$ cat src/rtl/reset_seq_pkg.sv
// Shared definitions for the reset sequencer: the FSM state type, the
// timer width and the default values of the sequencer parameters.
package reset_seq_pkg;

  // Width of the phase timer. All programmable lengths fit in it.
  localparam int unsigned CNT_W = 16;

  localparam int unsigned DEF_NUM_DOMAINS    = 3;
  localparam int unsigned DEF_HOLD_CYCLES    = 16;
  localparam int unsigned DEF_STEP_CYCLES    = 8;
  localparam int unsigned DEF_READY_TIMEOUT  = 1024;
  localparam int unsigned DEF_SW_HOLD_CYCLES = 16;

  typedef enum logic [2:0] {
    ST_HOLD,      // all domains held after rst_ni deasserts
    ST_RELEASE,   // release domain idx (one cycle)
    ST_WAIT_RDY,  // wait for domain_ready_i[idx] or the timeout
    ST_STEP,      // gap before the next domain is released
    ST_RUN,       // every domain released, sequence complete
    ST_SW_RST     // software-requested hold of all domains
  } state_e;

endpackage

$ cat src/rtl/reset_seq_timer.sv
// Phase timer for the reset sequencer.
// A 16-bit up-counter cleared by clr_i and otherwise incremented every cycle,
// saturating at all-ones so a long stay in one state never wraps.
// done_o is high once the counter has seen limit_i cycles since the last clear,
// i.e. on the limit_i-th rising edge after the clearing edge.
//   clk_i    : system clock, rising edge
//   rst_ni   : asynchronous active-low reset, clears the counter
//   clr_i    : synchronous clear (asserted on every FSM state change)
//   limit_i  : cycle count to reach, must be >= 1
//   done_o   : count reached (greater-or-equal compare, stays high)
module reset_seq_timer
  import reset_seq_pkg::*;
(
  input  logic             clk_i,
  input  logic             rst_ni,
  input  logic             clr_i,
  input  logic [CNT_W-1:0] limit_i,
  output logic             done_o
);

  logic [CNT_W-1:0] cnt_q;
  logic [CNT_W-1:0] cnt_d;

  always_comb begin
    // NOTE: every variable assigned in a combinational block gets a default
    // first, so no path leaves it unassigned and no latch is inferred.
    cnt_d = cnt_q;
    if (clr_i) begin
      cnt_d = '0;
    end else if (cnt_q != '1) begin
      cnt_d = cnt_q + CNT_W'(1);
    end
  end

  // NOTE: clocked state is updated with non-blocking assignments only, so
  // every flop samples the values from before the edge.
  always_ff @(posedge clk_i or negedge rst_ni) begin
    if (!rst_ni) begin
      cnt_q <= '0;
    end else begin
      cnt_q <= cnt_d;
    end
  end

  assign done_o = (cnt_q >= (limit_i - CNT_W'(1)));

endmodule

$ cat src/rtl/reset_sequencer.sv
// Staged reset release for NUM_DOMAINS downstream domains.
// After rst_ni deasserts all domains are held for HOLD_CYCLES, then released
// one at a time in index order. Each released domain is given up to
// READY_TIMEOUT cycles to report domain_ready_i; a miss sets the sticky
// timeout_err_o and the sequence continues anyway. STEP_CYCLES separate a
// ready from the next release. A rising edge on sw_rst_req_i outside HOLD and
// SW_RST puts every domain back into reset for SW_HOLD_CYCLES and restarts.
//   clk_i          : system clock, rising edge
//   rst_ni         : asynchronous active-low reset (deassertion pre-synchronised)
//   sw_rst_req_i   : software reset request, level or pulse, edge-detected
//   domain_ready_i : per-domain initialised indication
//   domain_rst_no  : per-domain active-low reset, registered
//   seq_done_o     : high in RUN (all domains released)
//   busy_o         : high in every state except RUN
//   timeout_err_o  : sticky, a domain missed its ready timeout
//   stage_o        : index of the domain currently being sequenced
module reset_sequencer
  import reset_seq_pkg::*;
#(
  parameter int unsigned NUM_DOMAINS    = DEF_NUM_DOMAINS,
  parameter int unsigned HOLD_CYCLES    = DEF_HOLD_CYCLES,
  parameter int unsigned STEP_CYCLES    = DEF_STEP_CYCLES,
  parameter int unsigned READY_TIMEOUT  = DEF_READY_TIMEOUT,
  parameter int unsigned SW_HOLD_CYCLES = DEF_SW_HOLD_CYCLES,
  localparam int unsigned IDX_W = (NUM_DOMAINS > 1) ? $clog2(NUM_DOMAINS) : 1
) (
  input  logic                   clk_i,
  input  logic                   rst_ni,
  input  logic                   sw_rst_req_i,
  input  logic [NUM_DOMAINS-1:0] domain_ready_i,
  output logic [NUM_DOMAINS-1:0] domain_rst_no,
  output logic                   seq_done_o,
  output logic                   busy_o,
  output logic                   timeout_err_o,
  output logic [IDX_W-1:0]       stage_o
);

  localparam logic [CNT_W-1:0] HOLD_LIM    = CNT_W'(HOLD_CYCLES);
  localparam logic [CNT_W-1:0] STEP_LIM    = CNT_W'(STEP_CYCLES);
  localparam logic [CNT_W-1:0] TIMEOUT_LIM = CNT_W'(READY_TIMEOUT);
  localparam logic [CNT_W-1:0] SW_HOLD_LIM = CNT_W'(SW_HOLD_CYCLES);
  localparam logic [IDX_W-1:0] LAST_IDX    = IDX_W'(NUM_DOMAINS - 1);

  state_e                 state_q, state_d;
  logic [IDX_W-1:0]       idx_q, idx_d;
  logic [NUM_DOMAINS-1:0] dom_rst_n_q, dom_rst_n_d;
  logic                   timeout_q, timeout_d;
  logic                   sw_prev_q;

  logic                   sw_rise;
  logic                   tmr_clr;
  logic [CNT_W-1:0]       tmr_limit;
  logic                   tmr_done;

  // A held request produces exactly one rise, so it triggers only once.
  assign sw_rise = sw_rst_req_i & ~sw_prev_q;

  // Restart the timer whenever the state changes, so each state counts
  // from zero on entry.
  assign tmr_clr = (state_d != state_q);

  always_comb begin
    tmr_limit = CNT_W'(1);
    case (state_q)
      ST_HOLD:     tmr_limit = HOLD_LIM;
      ST_WAIT_RDY: tmr_limit = TIMEOUT_LIM;
      ST_STEP:     tmr_limit = STEP_LIM;
      ST_SW_RST:   tmr_limit = SW_HOLD_LIM;
      default:     tmr_limit = CNT_W'(1);
    endcase
  end

  reset_seq_timer u_timer (
    .clk_i   (clk_i),
    .rst_ni  (rst_ni),
    .clr_i   (tmr_clr),
    .limit_i (tmr_limit),
    .done_o  (tmr_done)
  );

  always_comb begin
    state_d     = state_q;
    idx_d       = idx_q;
    dom_rst_n_d = dom_rst_n_q;
    timeout_d   = timeout_q;

    // Requests in HOLD and SW_RST fall through to the per-state logic and
    // are dropped; in all other states a rise wins over ready or timeout.
    if (sw_rise && (state_q != ST_HOLD) && (state_q != ST_SW_RST)) begin
      state_d     = ST_SW_RST;
      idx_d       = '0;
      dom_rst_n_d = '0;
      timeout_d   = 1'b0;
    end else begin
      case (state_q)
        ST_HOLD: begin
          if (tmr_done) begin
            state_d = ST_RELEASE;
            idx_d   = '0;
          end
        end
        ST_RELEASE: begin
          dom_rst_n_d[idx_q] = 1'b1;
          state_d            = ST_WAIT_RDY;
        end
        ST_WAIT_RDY: begin
          if (domain_ready_i[idx_q] || tmr_done) begin
            // Timeout only counts when ready is still missing on that edge.
            if (!domain_ready_i[idx_q]) begin
              timeout_d = 1'b1;
            end
            state_d = (idx_q == LAST_IDX) ? ST_RUN : ST_STEP;
          end
        end
        ST_STEP: begin
          if (tmr_done) begin
            idx_d   = idx_q + IDX_W'(1);
            state_d = ST_RELEASE;
          end
        end
        ST_RUN: begin
          state_d = ST_RUN;
        end
        ST_SW_RST: begin
          if (tmr_done) begin
            state_d = ST_RELEASE;
            idx_d   = '0;
          end
        end
        default: begin
          state_d     = ST_HOLD;
          idx_d       = '0;
          dom_rst_n_d = '0;
        end
      endcase
    end
  end

  // The asynchronous clear puts every domain back into reset the moment
  // rst_ni falls, whatever the sequence was doing.
  always_ff @(posedge clk_i or negedge rst_ni) begin
    if (!rst_ni) begin
      state_q     <= ST_HOLD;
      idx_q       <= '0;
      dom_rst_n_q <= '0;
      timeout_q   <= 1'b0;
      sw_prev_q   <= 1'b0;
    end else begin
      state_q     <= state_d;
      idx_q       <= idx_d;
      dom_rst_n_q <= dom_rst_n_d;
      timeout_q   <= timeout_d;
      sw_prev_q   <= sw_rst_req_i;
    end
  end

  assign domain_rst_no = dom_rst_n_q;
  assign seq_done_o    = (state_q == ST_RUN);
  assign busy_o        = (state_q != ST_RUN);
  assign timeout_err_o = timeout_q;
  assign stage_o       = idx_q;

endmodule

$ cat config.mk
export PLATFORM = sky130hd
export DESIGN_NAME = reset_sequencer
export DESIGN_NICKNAME = d
export VERILOG_FILES = /design/src/rtl/reset_seq_pkg.sv /design/src/rtl/reset_seq_timer.sv /design/src/rtl/reset_sequencer.sv
export SDC_FILE = /design/constraint.sdc
export NUM_CORES = 1
export LEC_CHECK = 0
export BUFFER_PORTS_ARGS = -buffer_cell sky130_fd_sc_hd__buf_2
export CELL_PAD_IN_SITES_DETAIL_PLACEMENT = 1
export CELL_PAD_IN_SITES_GLOBAL_PLACEMENT = 2
export CORE_UTILIZATION = 34
export CTS_BUF_LIST = sky130_fd_sc_hd__clkbuf_8
export DETAILED_ROUTE_END_ITERATION = 8
export GPL_ROUTABILITY_DRIVEN = 0
export PLACE_DENSITY = 0.78
export SLEW_MARGIN = 20
export SYNTH_ARGS = -nofsm -noshare
export SYNTH_HDL_FRONTEND = slang
export SYNTH_SLANG_ARGS = --single-unit
$ cat constraint.sdc
create_clock -name clk_i -period 2.93 [get_ports clk_i]
set_input_delay 0.4395 -clock clk_i [delete_from_list [all_inputs] [get_ports clk_i]]
set_output_delay 0.4395 -clock clk_i [all_outputs]
set_load 0.05 [all_outputs]
==> results of run 1 <==
==> logic make-up (layout without fill, tap and decap cells) <==
kind of cell / Yosys count / after routing / synth area share (%)
flops: 26 / 26 / 33.7
simple gates: 107 / 108 / 27.5
mux: 2 / 2 / 1.30
fa+ha+maj: 15 / 15 / 9.72
buf+inv: 22 / 48 / 5.38
xor+xnor: 13 / 13 / 5.89
compound gates: 47 / 47 / 16.5
==> report_power, final <==
group	switching [µW]	total [µW]	internal (µW)	leakage, µW
Combinational	954	1580	622	0.000660
Sequential	76.3	501	425	0.000345
Clock	126	309	183	0.0000357
Total	1160	2390	1230	0.00104
==> layer usage <==
layer | up-vias | track usage (%) | share of wire (%)
met1 | 857 | 26.0 | 51
met5 | - | 0 | 0
li1 | 874 | - | -
met4 | 0 | 3.40 | 0.71
met3 | 4 | 2.12 | 1.9
met2 | 11 | 27.7 | 46
==> registers in the layout, indices dropped and copies added, names as in the netlist <==
name,count
stage_o,2
state_q,3
domain_rst_no,3
u_timer.cnt_q,16
timeout_err_o,1
sw_prev_q,1
==> cell usage in the layout, fill, tap and decap left out, types with 2 or more instances in the layout <==
cell / instances
dfrtp_1: 24
nor2_1: 33
nor2b_1: 2
xor2_1: 10
nand3_1: 16
a22o_1: 2
nor2_4: 2
ha_1: 15
a21oi_4: 3
nor2_2: 2
nand2_1: 22
clkbuf_8: 3
nor3_2: 2
nand3_4: 2
a22oi_1: 3
o22ai_1: 2
buf_2: 13
and2_1: 2
dfrtp_2: 2
o21ai_0: 10
nor3_1: 3
and3_1: 3
inv_1: 10
a21oi_1: 12
or3_1: 2
buf_4: 18
xnor2_1: 3
nand4_1: 7
==> worst reg2reg max path: cells and delay by family (launching register included) <==
kind            cells  cell delay, ns
compound gates      3            0.68
flops               1            0.42
fa+ha+maj           2            0.56
buf+inv             4            0.43
simple gates        6            0.66
==> path summary, 6_finish.rpt <==
check                              endpoint  cells past startpoint
hold reg to reg            domain_rst_no[1]                      2
min in group clk_i                sw_prev_q                      1
hold / removal             u_timer.cnt_q[2]                      1
setup / recovery           u_timer.cnt_q[0]                     15
max in group asynchronous        state_q[2]                      1
setup reg to reg           u_timer.cnt_q[0]                     15
==> layout make-up <==
type                       count  area, µm²  area share, %
sequential                    26        653           27.8
multi-input combinational    185       1260           53.7
tap                           72       90.1           3.84
clock buffer                   3       41.3           1.76
timing repair buffer          33        231           9.86
inverter                      11       41.3           1.76
clock inverter                 1       30.0           1.28
==> repair_timing <==
| item | in CTS | in global routing |
|---|---|---|
| pin swaps | 0 | 8 |
| hold buffers | 0 | 0 |
| gates cloned | 0 | 1 |
| endpoints found under the setup margin | 16 | 20 |
| buffers inserted | 0 | 8 |
| resized for setup | 1 | 15 |
==> stage by stage <==
step	total power (µW)	instances	setup TNS (ns)	cell area, µm²
floorplan	1480	232	0	1960
global placement	1770	318	0	2130
detailed placement	1800	318	0	2130
CTS	2120	322	-0.0518	2200
global route	2550	331	0	2350
finish	2390	331	0	2350
==> reports/results.tsv, run 1 <==
stage	metric	value	unit
floorplanning	placeableCoreArea	5510	µm²
worst_setup_path	worstReg2RegStart	state_q[0]	
yosys	syn_area	1930	µm²
sta	setup_viol	0	
global_routing	first_global_vias	1672	
yosys	synthCells	232	
floorplanning	die_w	77.4	µm
worst_setup_path	path_common_cell	ha_1	
finish	fillers	674	
hold_path	hold_class	input port to asynchronous set/reset pin	
floorplanning	dieArea	5990	µm²
worst_setup_path	reg2reg_slack	0.10	ns
yosys	ys_top_cells_by_count	nor2_1, dfrtp_1, nand2_1	
clock_network	clockRootBuffer	clkbuf_8	
placement	place_ws	0.000472	ns
sta	hold_slack	0.157	ns
finish	diodes	0	
sta	drv_slew	0	
worst_setup_path	cp.required	3.11	ns
clock_network	cts_buffers	3	
detailed_routing	vias_per_cell	5.27	
yosys	synth_seq_area_share	33.7	%
worst_setup_path	cpPeakStageDelay	0.42	ns
worst_setup_path	cp-end-kind	flip-flop	
global_routing	track_usage	17.7	%
power	peakVddDrop	0.487	mV
yosys	ys_seq_elements	26	
global_routing	grt-ovfl-total	0	
worst_setup_path	setup.worst_path.start	state_q[0]	
yosys	synth_cell_types	50	
floorplanning	placementRows	27	
floorplanning	die_y	77.4	µm
finish	utilization	42.6	%
worst_setup_path	path_buf_inv	4	
yosys	synthTopCellsByArea	dfrtp_1, ha_1, nor2_1, xor2_1, nand2_1	
detailed_routing	ant_nets	0	
clock_network	cts_sinks	26	
clock_network	h-tree-depth	1	
global_routing	antenna_found_initial	0	
sta	finalCriticalPeriod	2.83	ns
yosys	synth_edf_count	0	
worst_setup_path	crit_slowest_cell	dfrtp_2	
sta	hold_violations	0	
yosys	yosysMostFrequentCell	nor2_1	
worst_setup_path	crit_family	compound AO/OA/AOI/OAI gates	
worst_setup_path	path_max_fanout	5	
yosys	yosys_warnings	0	
placement	dp_hpwl	3780	µm
worst_setup_path	arrival	3.01	ns
detailed_routing	drcViolationCount	0	
job	cap_viol_max_count	0	
placement	port_buffers	13	
yosys	synth.top_cell.area_share	33.7	%
yosys	synthFlopType	dfrtp_1	
worst_setup_path	crit_type	flip-flop to flip-flop	
global_routing	grt_pass1_wl	8400	µm
clock_network	cts_tree	built	
sta	finClkSkew	0.0107	ns
finish	syn2layout_area_growth	21.5	%
run_status	status	finished, final reports clean	
yosys	synth_nets	253	
clock_network	clk_latency	0.28	ns
clock_network	cts.path.max_buffers	2	
yosys	yosys.area.top_type	dfrtp_1	
finish	drive_above_1_share	24.7	%
detailed_routing	wire_per_inst	16.2	µm
sta	worstMarginPinSlew	0.668	ns
global_routing	grt_max_degree	27	
finish	layout.nets	281	
power	p_leak	0.00104	µW
floorplanning	start_util	35.1	%
detailed_routing	firstDrtPassIters	4	
detailed_routing	drt_iter0_drc	60	
sta	slew_headroom	55.4	%
detailed_routing	drt-total-wl	5380	µm
worst_setup_path	crit_chain	buf_6 > buf_4 > nand2_4 > a21oi_4 > inv_2 > ha_1 > ha_1 > nand2_1 > nor3_2 > o31ai_2 > and2_4 > a221o_2 > nand3_4 > buf_12 > nor2_1	
sta	setup_ws	0.103	ns
worst_setup_path	cp-start-kind	flip-flop	
sta	rsz0062_at_grt	no	
sta	fmaxAchievable	0.354	GHz
yosys	avgSynthCellArea	8.33	µm²
power	p_per_area	1020	nW/µm²
sta	period_share	96.5	%
detailed_routing	vias	1746	
floorplanning	ios	14	
clock_network	path_clk_slew	0.11	ns
yosys	async_reset_ff_share	100	%
(Power assumes the default switching activity.)
==> run 2: changes to the inputs <==
--- a/config.mk
+++ b/config.mk
@@ -12,7 +12,7 @@
 export CTS_BUF_LIST = sky130_fd_sc_hd__clkbuf_8
 export DETAILED_ROUTE_END_ITERATION = 8
 export GPL_ROUTABILITY_DRIVEN = 0
-export PLACE_DENSITY = 0.78
+export PLACE_DENSITY_LB_ADDON = 0.1
 export SLEW_MARGIN = 20
 export SYNTH_ARGS = -nofsm -noshare
 export SYNTH_HDL_FRONTEND = slang
==> run 2 against run 1 <==
  * Global-route usage increased by 0.68 points
  * Non-clock buffer count decreased by 6
  * Largest power group unchanged
  * Power decreased by 8.2%
  * Routed wire length decreased by 2.3%
  * Sequential power decreased by 0.8%
  * Largest cell class unchanged
  * Cell count decreased by 1.8%
  * Cell area decreased by 3.9%
  * Flip-flop and latch count unchanged
  * Core utilization decreased by 1.7 points
==> reports/results.tsv, run 2 (synthesized netlist as in run 1, its figures left out) <==
stage	metric	value	unit	change
sta	rsz0062_at_grt	no		
power	clkPwrFrac	14.4	%	+1.4 points
finish	layout_commonest_cell	nor2_1		
sta	setup_viol	0		unchanged
placement	port_buffers	13		unchanged
global_routing	grt_pass1_wl	8780	µm	+4.5%
global_routing	grt_max_degree	27		unchanged
finish	layout.nets	275		-2.1%
floorplanning	dieArea	5990	µm²	unchanged
placement	placed_cell_area	2120	µm²	-0.35%
sta	drv_slew	0		unchanged
sta	setup_ws	0.122	ns	+0.0195 ns
floorplanning	die_y	77.4	µm	unchanged
sta	worstMarginPinSlew	0.651	ns	-0.0164 ns
power	sw_frac_of_total	49.0	%	+0.56 points
run_status	status	finished, final reports clean		
worst_setup_path	path_max_fanout	8		+3
detailed_routing	vias	1745		-0.057%
floorplanning	start_util	35.1	%	unchanged
finish	most-common-layout-cells	nor2_1, dfrtp_1, nand2_1		
finish	utilization	40.9	%	-1.7 points
detailed_routing	ant_nets	0		unchanged
clock_network	clk_latency	0.28	ns	about the same
worst_setup_path	cp.required	3.11	ns	about the same
clock_network	cts_tree	built		
power	p_leak	0.000997	µW	-4.2%
finish	seq_area	652	µm²	-0.19%
hold_path	hold_class	input port to asynchronous set/reset pin		
sta	finClkSkew	0.00376	ns	-0.00696 ns
finish	multiInputGateArea	1230	µm²	-2.4%
worst_setup_path	cp-end-kind	flip-flop		
global_routing	track_usage	18.3	%	+0.68 points
clock_network	cts.path.max_buffers	2		unchanged
sta	period_share	95.8	%	-0.67 points
clock_network	h-tree-depth	1		unchanged
detailed_routing	vias_per_cell	5.37		+1.8%
clock_network	cts_hold_buf	0		unchanged
power	pwr-share-seq	22.7	%	+1.7 points
worst_setup_path	crit_type	flip-flop to flip-flop		
worst_setup_path	cp-start-kind	flip-flop		
worst_setup_path	reg2reg_slack	0.12	ns	+0.02 ns
global_routing	antenna_found_initial	0		unchanged
global_routing	grt-ovfl-total	0		unchanged
finish	top_register	u_timer.cnt_q		
detailed_routing	drt_iter0_drc	93		+55%
finish	drive_above_1_share	20.9	%	-3.8 points
worst_setup_path	worstReg2RegStart	state_q[0]		
worst_setup_path	r2r-end	u_timer.cnt_q[7]		
clock_network	cts_sinks	26		unchanged
power	p_int	1120	µW	-9.2%
power	p_per_area	972	nW/µm²	-4.4%
detailed_routing	wire_per_inst	16.2	µm	-0.50%
worst_setup_path	setup.worst_path.start	state_q[0]		
floorplanning	die_w	77.4	µm	unchanged
detailed_routing	drcViolationCount	0		unchanged
finish	fillers	683		+1.3%
power	peakVddDrop	0.437	mV	-10%
detailed_routing	firstDrtPassIters	4		unchanged
power	p_comb_share	62.9	%	-3.1 points
clock_network	clockRootBuffer	clkbuf_8		
power	power.switching	1070	µW	-7.1%
sta	finalCriticalPeriod	2.81	ns	-0.0195 ns
floorplanning	placeableCoreArea	5510	µm²	unchanged
worst_setup_path	arrival	2.98	ns	-0.03 ns
floorplanning	placementRows	27		unchanged
finish	design_area	2250	µm²	-3.9%
global_routing	first_global_vias	1803		+7.8%
job	cap_viol_max_count	0		unchanged
clock_network	cts_buffers	3		unchanged
detailed_routing	drt-total-wl	5250	µm	-2.3%
placement	place_ws	-0.00790	ns	-0.00838 ns
sta	slew_headroom	56.6	%	+1.2 points
placement	dp_hpwl	3810	µm	+0.80%
finish	diodes	0		unchanged
worst_setup_path	endpoint	u_timer.cnt_q[7]		
sta	fmaxAchievable	0.356	GHz	+0.69%
finish	largest_reg_flops	16		unchanged
clock_network	path_clk_slew	0.10	ns	about the same
worst_setup_path	reg2reg_depth	12		-3
finish	syn2layout_area_growth	16.7	%	
sta	hold_violations	0		unchanged
floorplanning	ios	14		unchanged
-- run 2: layout make-up --
class	instances	area share [%]
clock inverters	1	1.33
well taps	72	4.00
flip-flops and latches	26	28.9
clock buffers	3	1.83
multi-input cells	185	54.6
repair buffers	27	7.55
inverters	11	1.83
-- run 2: what timing repair did --
item,4_1_cts,5_1_grt
gates resized for setup,1,7
setup buffers,0,3
gates cloned,0,1
endpoints found under the setup margin,1,18
pin swaps,0,4
-- run 2: layer usage --
layer | track usage (%) | vias to the layer above | routed length (µm)
met5 | 0 | - | 0
met4 | 3.40 | 0 | 40
met3 | 1.76 | 5 | 92
met2 | 28.7 | 20 | 2320
met1 | 27.4 | 859 | 2800
li1 | - | 861 | -
-- run 2: worst min-delay path by stage --
stage	slack, ns	endpoint	from	cells past startpoint
detailed placement	0.50	u_timer.cnt_q[15]	rst_ni	1
CTS	0.20	u_timer.cnt_q[14]	rst_ni	1
floorplan	0.14	domain_rst_no[0]	rst_ni	0
finish	0.17	u_timer.cnt_q[15]	rst_ni	1
global placement	0.51	u_timer.cnt_q[15]	rst_ni	1
global route	0.20	u_timer.cnt_q[14]	rst_ni	1
-- run 2: power by group through the flow --
stage          Sequential (µW)  Combinational, µW  Clock, µW
4_1_cts                    500               1290        323
3_5_place_dp               507               1290          0
3_3_place_gp               503               1280          0
5_1_grt                    511               1540        336
2_1_floorplan              578                906          0
6_report                   497               1380        316
-- run 2: worst max-delay path: stages (launching register included) --
cell	delay [ns]
dfrtp_2	0.45
or2_4	0.27
a21oi_4	0.15
inv_1	0.07
ha_1	0.30
ha_1	0.27
nand2_1	0.05
nor3_2	0.20
o31ai_2	0.11
and2_4	0.19
a221o_2	0.39
nand3_4	0.18
nor2_1	0.07
-- run 2: through the flow --
step | instances | total power [µW] | hold slack, ns | setup TNS (ns)
final | 325 | 2190 | 0.170 | 0
after floorplan | 232 | 1480 | 0.144 | 0
after detailed placement | 317 | 1790 | 0.500 | -0.00790
after global placement | 317 | 1780 | 0.514 | 0
after global routing | 325 | 2390 | 0.202 | 0
after CTS | 321 | 2120 | 0.197 | 0
==> run 3: changes to the inputs <==
--- a/config.mk
+++ b/config.mk
@@ -8,12 +8,14 @@
 export BUFFER_PORTS_ARGS = -buffer_cell sky130_fd_sc_hd__buf_2
 export CELL_PAD_IN_SITES_DETAIL_PLACEMENT = 1
 export CELL_PAD_IN_SITES_GLOBAL_PLACEMENT = 2
-export CORE_UTILIZATION = 34
+export CORE_UTILIZATION = 35
 export CTS_BUF_LIST = sky130_fd_sc_hd__clkbuf_8
 export DETAILED_ROUTE_END_ITERATION = 8
 export GPL_ROUTABILITY_DRIVEN = 0
+export HOLD_SLACK_MARGIN = 0.12
 export PLACE_DENSITY_LB_ADDON = 0.1
 export SLEW_MARGIN = 20
 export SYNTH_ARGS = -nofsm -noshare
 export SYNTH_HDL_FRONTEND = slang
+export SYNTH_HIERARCHICAL = 1
 export SYNTH_SLANG_ARGS = --single-unit
==> run 3 against run 2 <==
  * The flow now finishes with violations (setup timing)
  * Non-clock buffer count rose by 44
  * Routed wire length rose by 41%
  * Critical path depth rose by 9
  * Synthesized cell count rose by 15%
  * Combinational power rose by 43%
  * Clock skew barely moved
  * Sequential power rose by 8.5%
  * Register-to-register slack got worse by 1.2 ns
  * Via count rose by 35%
  * Critical path type unchanged
  * Critical endpoint is now u_timer/cnt_q[11]
  * Largest cell class unchanged
  * Largest power group unchanged
  * Highest routed layer unchanged
==> reports/results.tsv, run 3 <==
stage	metric	value	unit	change
detailed_routing	vias	2357		+35%
finish	syn2layout_area_growth	44.2	%	
global_routing	grt_max_degree	27		unchanged
finish	seq_area	653	µm²	+0.19%
sta	finalCriticalPeriod	4.06	ns	+1.25 ns
floorplanning	die_y	83.2	µm	+7.6%
detailed_routing	ant_nets	0		unchanged
sta	hold_violations	0		unchanged
detailed_routing	firstDrtPassIters	4		unchanged
yosys	synth_edf_count	0		unchanged
clock_network	cts_hold_buf	0		unchanged
worst_setup_path	worstReg2RegStart	state_q[1]		
sta	period_share	138	%	+43 points
power	peakVddDrop	0.495	mV	+13%
worst_setup_path	arrival	4.21	ns	+1.23 ns
finish	layout_commonest_cell	buf_4		
global_routing	first_global_vias	2507		+39%
sta	finClkSkew	0.00339	ns	-0.000371 ns
placement	port_buffers	13		unchanged
global_routing	grt_pass1_wl	12400	µm	+41%
worst_setup_path	reg2reg_slack	-1.13	ns	-1.25 ns
yosys	synth_cell_types	55		+10%
yosys	async_reset_ff_share	100	%	unchanged
run_status	violations	setup timing		
yosys	synth_seq_area_share	28.2	%	-5.5 points
detailed_routing	drt_iter0_drc	69		-26%
global_routing	gr-usage-met3	2.29	%	+0.52 points
yosys	syn_area	2310	µm²	+20%
worst_setup_path	r2r-end	u_timer/cnt_q[11]		
global_routing	track_usage	22.6	%	+4.3 points
finish	drive_above_1_share	35.9	%	+15 points
clock_network	cts_buffers	3		unchanged
sta	hold_slack	0.172	ns	+0.00128 ns
yosys	synthTopCellsByArea	dfrtp_1, ha_1, xnor2_1, a21oi_1, nand2_1		
detailed_routing	drt-total-wl	7430	µm	+41%
global_routing	grt-ovfl-total	0		unchanged
placement	dp_hpwl	5470	µm	+44%
yosys	synth.top_cell.area_share	28.2	%	-5.5 points
power	p_leak	0.00151	µW	+51%
finish	fillers	738		+8.1%
power	power	2830	µW	+29%
placement	placed_cells	430		+36%
worst_setup_path	cp.required	3.09	ns	-0.02 ns
floorplanning	start_util	36.4	%	+1.3 points
clock_network	cts_sinks	26		unchanged
worst_setup_path	cp-end-kind	flip-flop		
finish	finalNonFillerCells	447		+38%
job	cap_viol_max_count	0		unchanged
yosys	ys_top_cells_by_count	dfrtp_1, ha_1, nand2_1		
yosys	yosys.area.top_type	dfrtp_1		
sta	rsz0062_at_grt	yes		
worst_setup_path	setup.worst_path.start	state_q[1]		
yosys	synthFlopType	dfrtp_1		
detailed_routing	drcViolationCount	0		unchanged
yosys	avgSynthCellArea	8.65	µm²	+3.9%
clock_network	h-tree-depth	1		unchanged
finish	top_register	u_timer/cnt_q		
worst_setup_path	endpoint	u_timer/cnt_q[11]		
global_routing	antenna_found_initial	0		unchanged
hold_path	hold_class	input port to asynchronous set/reset pin		
global_routing	use_met2	44.6	%	+16 points
detailed_routing	vias_per_cell	5.27		-1.8%
sta	slew_headroom	41.7	%	-15 points
sta	drv_slew	0		unchanged
sta	setup_ws	-1.13	ns	-1.25 ns
worst_setup_path	path_max_fanout	4		-4
sta	setup_viol	22		+22
clock_network	clockRootBuffer	clkbuf_8		
global_routing	busiest_layer	met2		
sta	fmaxAchievable	0.246	GHz	-31%
run_status	status	complete, but fails checks		
finish	utilization	52.5	%	+12 points
worst_setup_path	reg2reg_depth	21		+9
yosys	yosysMostFrequentCell	dfrtp_1		
yosys	synthCells	267		+15%
floorplanning	placementRows	29		+7.4%
finish	multiInputGateArea	1930	µm²	+57%
power	p_per_area	851	nW/µm²	-12%
floorplanning	placeableCoreArea	6350	µm²	+15%
worst_setup_path	crit_type	flip-flop to flip-flop		
finish	layout.nets	398		+45%
clock_network	cts.path.max_buffers	2		unchanged
global_routing	use_met1	25.2	%	-2.2 points
finish	largest_reg_flops	16		unchanged
sta	worstMarginPinSlew	0.873	ns	+0.222 ns
clock_network	cts_tree	built		
worst_setup_path	cp-start-kind	flip-flop		
detailed_routing	wire_per_inst	16.6	µm	+2.8%
floorplanning	ios	14		unchanged
clock_network	path_clk_slew	0.11	ns	about the same
floorplanning	dieArea	6930	µm²	+16%
finish	most-common-layout-cells	buf_4, conb_1, dfrtp_1		
clock_network	clk_latency	0.28	ns	about the same
yosys	ys_seq_elements	26		unchanged
finish	diodes	0		unchanged
floorplanning	die_w	83.2	µm	+7.6%
yosys	yosys_warnings	6		+6
==> run 3: per-layer routing <==
| layer | wire length, µm | up-vias |
|---|---|---|
| met4 | 159 | 0 |
| met2 | 4080 | 26 |
| met1 | 3080 | 1158 |
| met3 | 106 | 12 |
| met5 | 0 | - |
| li1 | - | 1161 |
==> run 3: kinds of logic (layout without fill, tap and decap cells) <==
kind of cell | count (synthesis) | in the layout | synth area share, %
AND/OR/NAND/NOR | 104 | 104 | 26.4
AO/OA/AOI/OAI | 69 | 69 | 20.5
flip-flops | 26 | 26 | 28.2
buffers and inverters | 24 | 89 | 4.71
adder cells (fa/ha/maj) | 21 | 21 | 11.4
XOR/XNOR | 17 | 17 | 6.45
multiplexers | 5 | 5 | 2.17
other | 1 | 39 | 0.162
==> run 3: layout make-up <==
type	count	area share, %
Multi-Input combinational cell	255	57.9
Sequential cell	26	19.6
Timing Repair Buffer	71	15.9
Tap cell	77	2.89
Inverter	14	1.58
Clock buffer	3	1.24
Clock inverter	1	0.902
==> run 3: worst max-delay path, cell delays in order (launching register included) <==
cell       delay (ns)
dfrtp_1          0.47
nor2b_4          0.17
xnor2_2          0.09
inv_1            0.09
ha_2             0.20
nor4b_4          0.25
buf_4            0.16
nand3b_1         0.10
nor3_2           0.14
xnor2_1          0.14
ha_1             0.27
nand4_1          0.14
buf_4            0.13
a211oi_2         0.04
a2111oi_4        0.21
o21ai_2          0.13
and3_4           0.20
or4_4            0.44
o211ai_4         0.23
inv_2            0.09
o311ai_2         0.11
o41ai_2          0.14
==> run 3: worst min-delay path by stage <==
| stage | start | endpoint | slack, ns | depth (start not counted) |
|---|---|---|---|---|
| floorplan | rst_ni | domain_rst_no[0] | 0.14 | 0 |
| global placement | timeout_err_o | timeout_err_o | 0.47 | 1 |
| detailed placement | timeout_err_o | timeout_err_o | 0.48 | 1 |
| CTS | rst_ni | timeout_err_o | 0.20 | 1 |
| global route | rst_ni | u_timer/cnt_q[11] | 0.23 | 1 |
| finish | rst_ni | timeout_err_o | 0.17 | 1 |
==> run 3: report_power, final <==
part / switching, µW / internal, µW / leakage, µW
Sequential: 102 / 437 / 0.000341
Clock: 134 / 183 / 0.0000357
Combinational: 1060 / 917 / 0.00113
==> run 3: timing repair <==
item                       4_1_cts  5_1_grt
setup endpoints to repair       22       22
resized for setup               38        2
buffers inserted                12        3
pin swaps                       23        5
==> run 3: through the flow <==
stage	setup slack (ns)	setup TNS [ns]	area (µm²)
4_1_cts	-1.02	-19.09	3300
3_5_place_dp	-1.42	-26.33	2990
6_report	-1.13	-20.74	3330
5_1_grt	-1.35	-25.35	3330
2_1_floorplan	-0.440	-6.17	2560
3_3_place_gp	-1.28	-23.50	2990
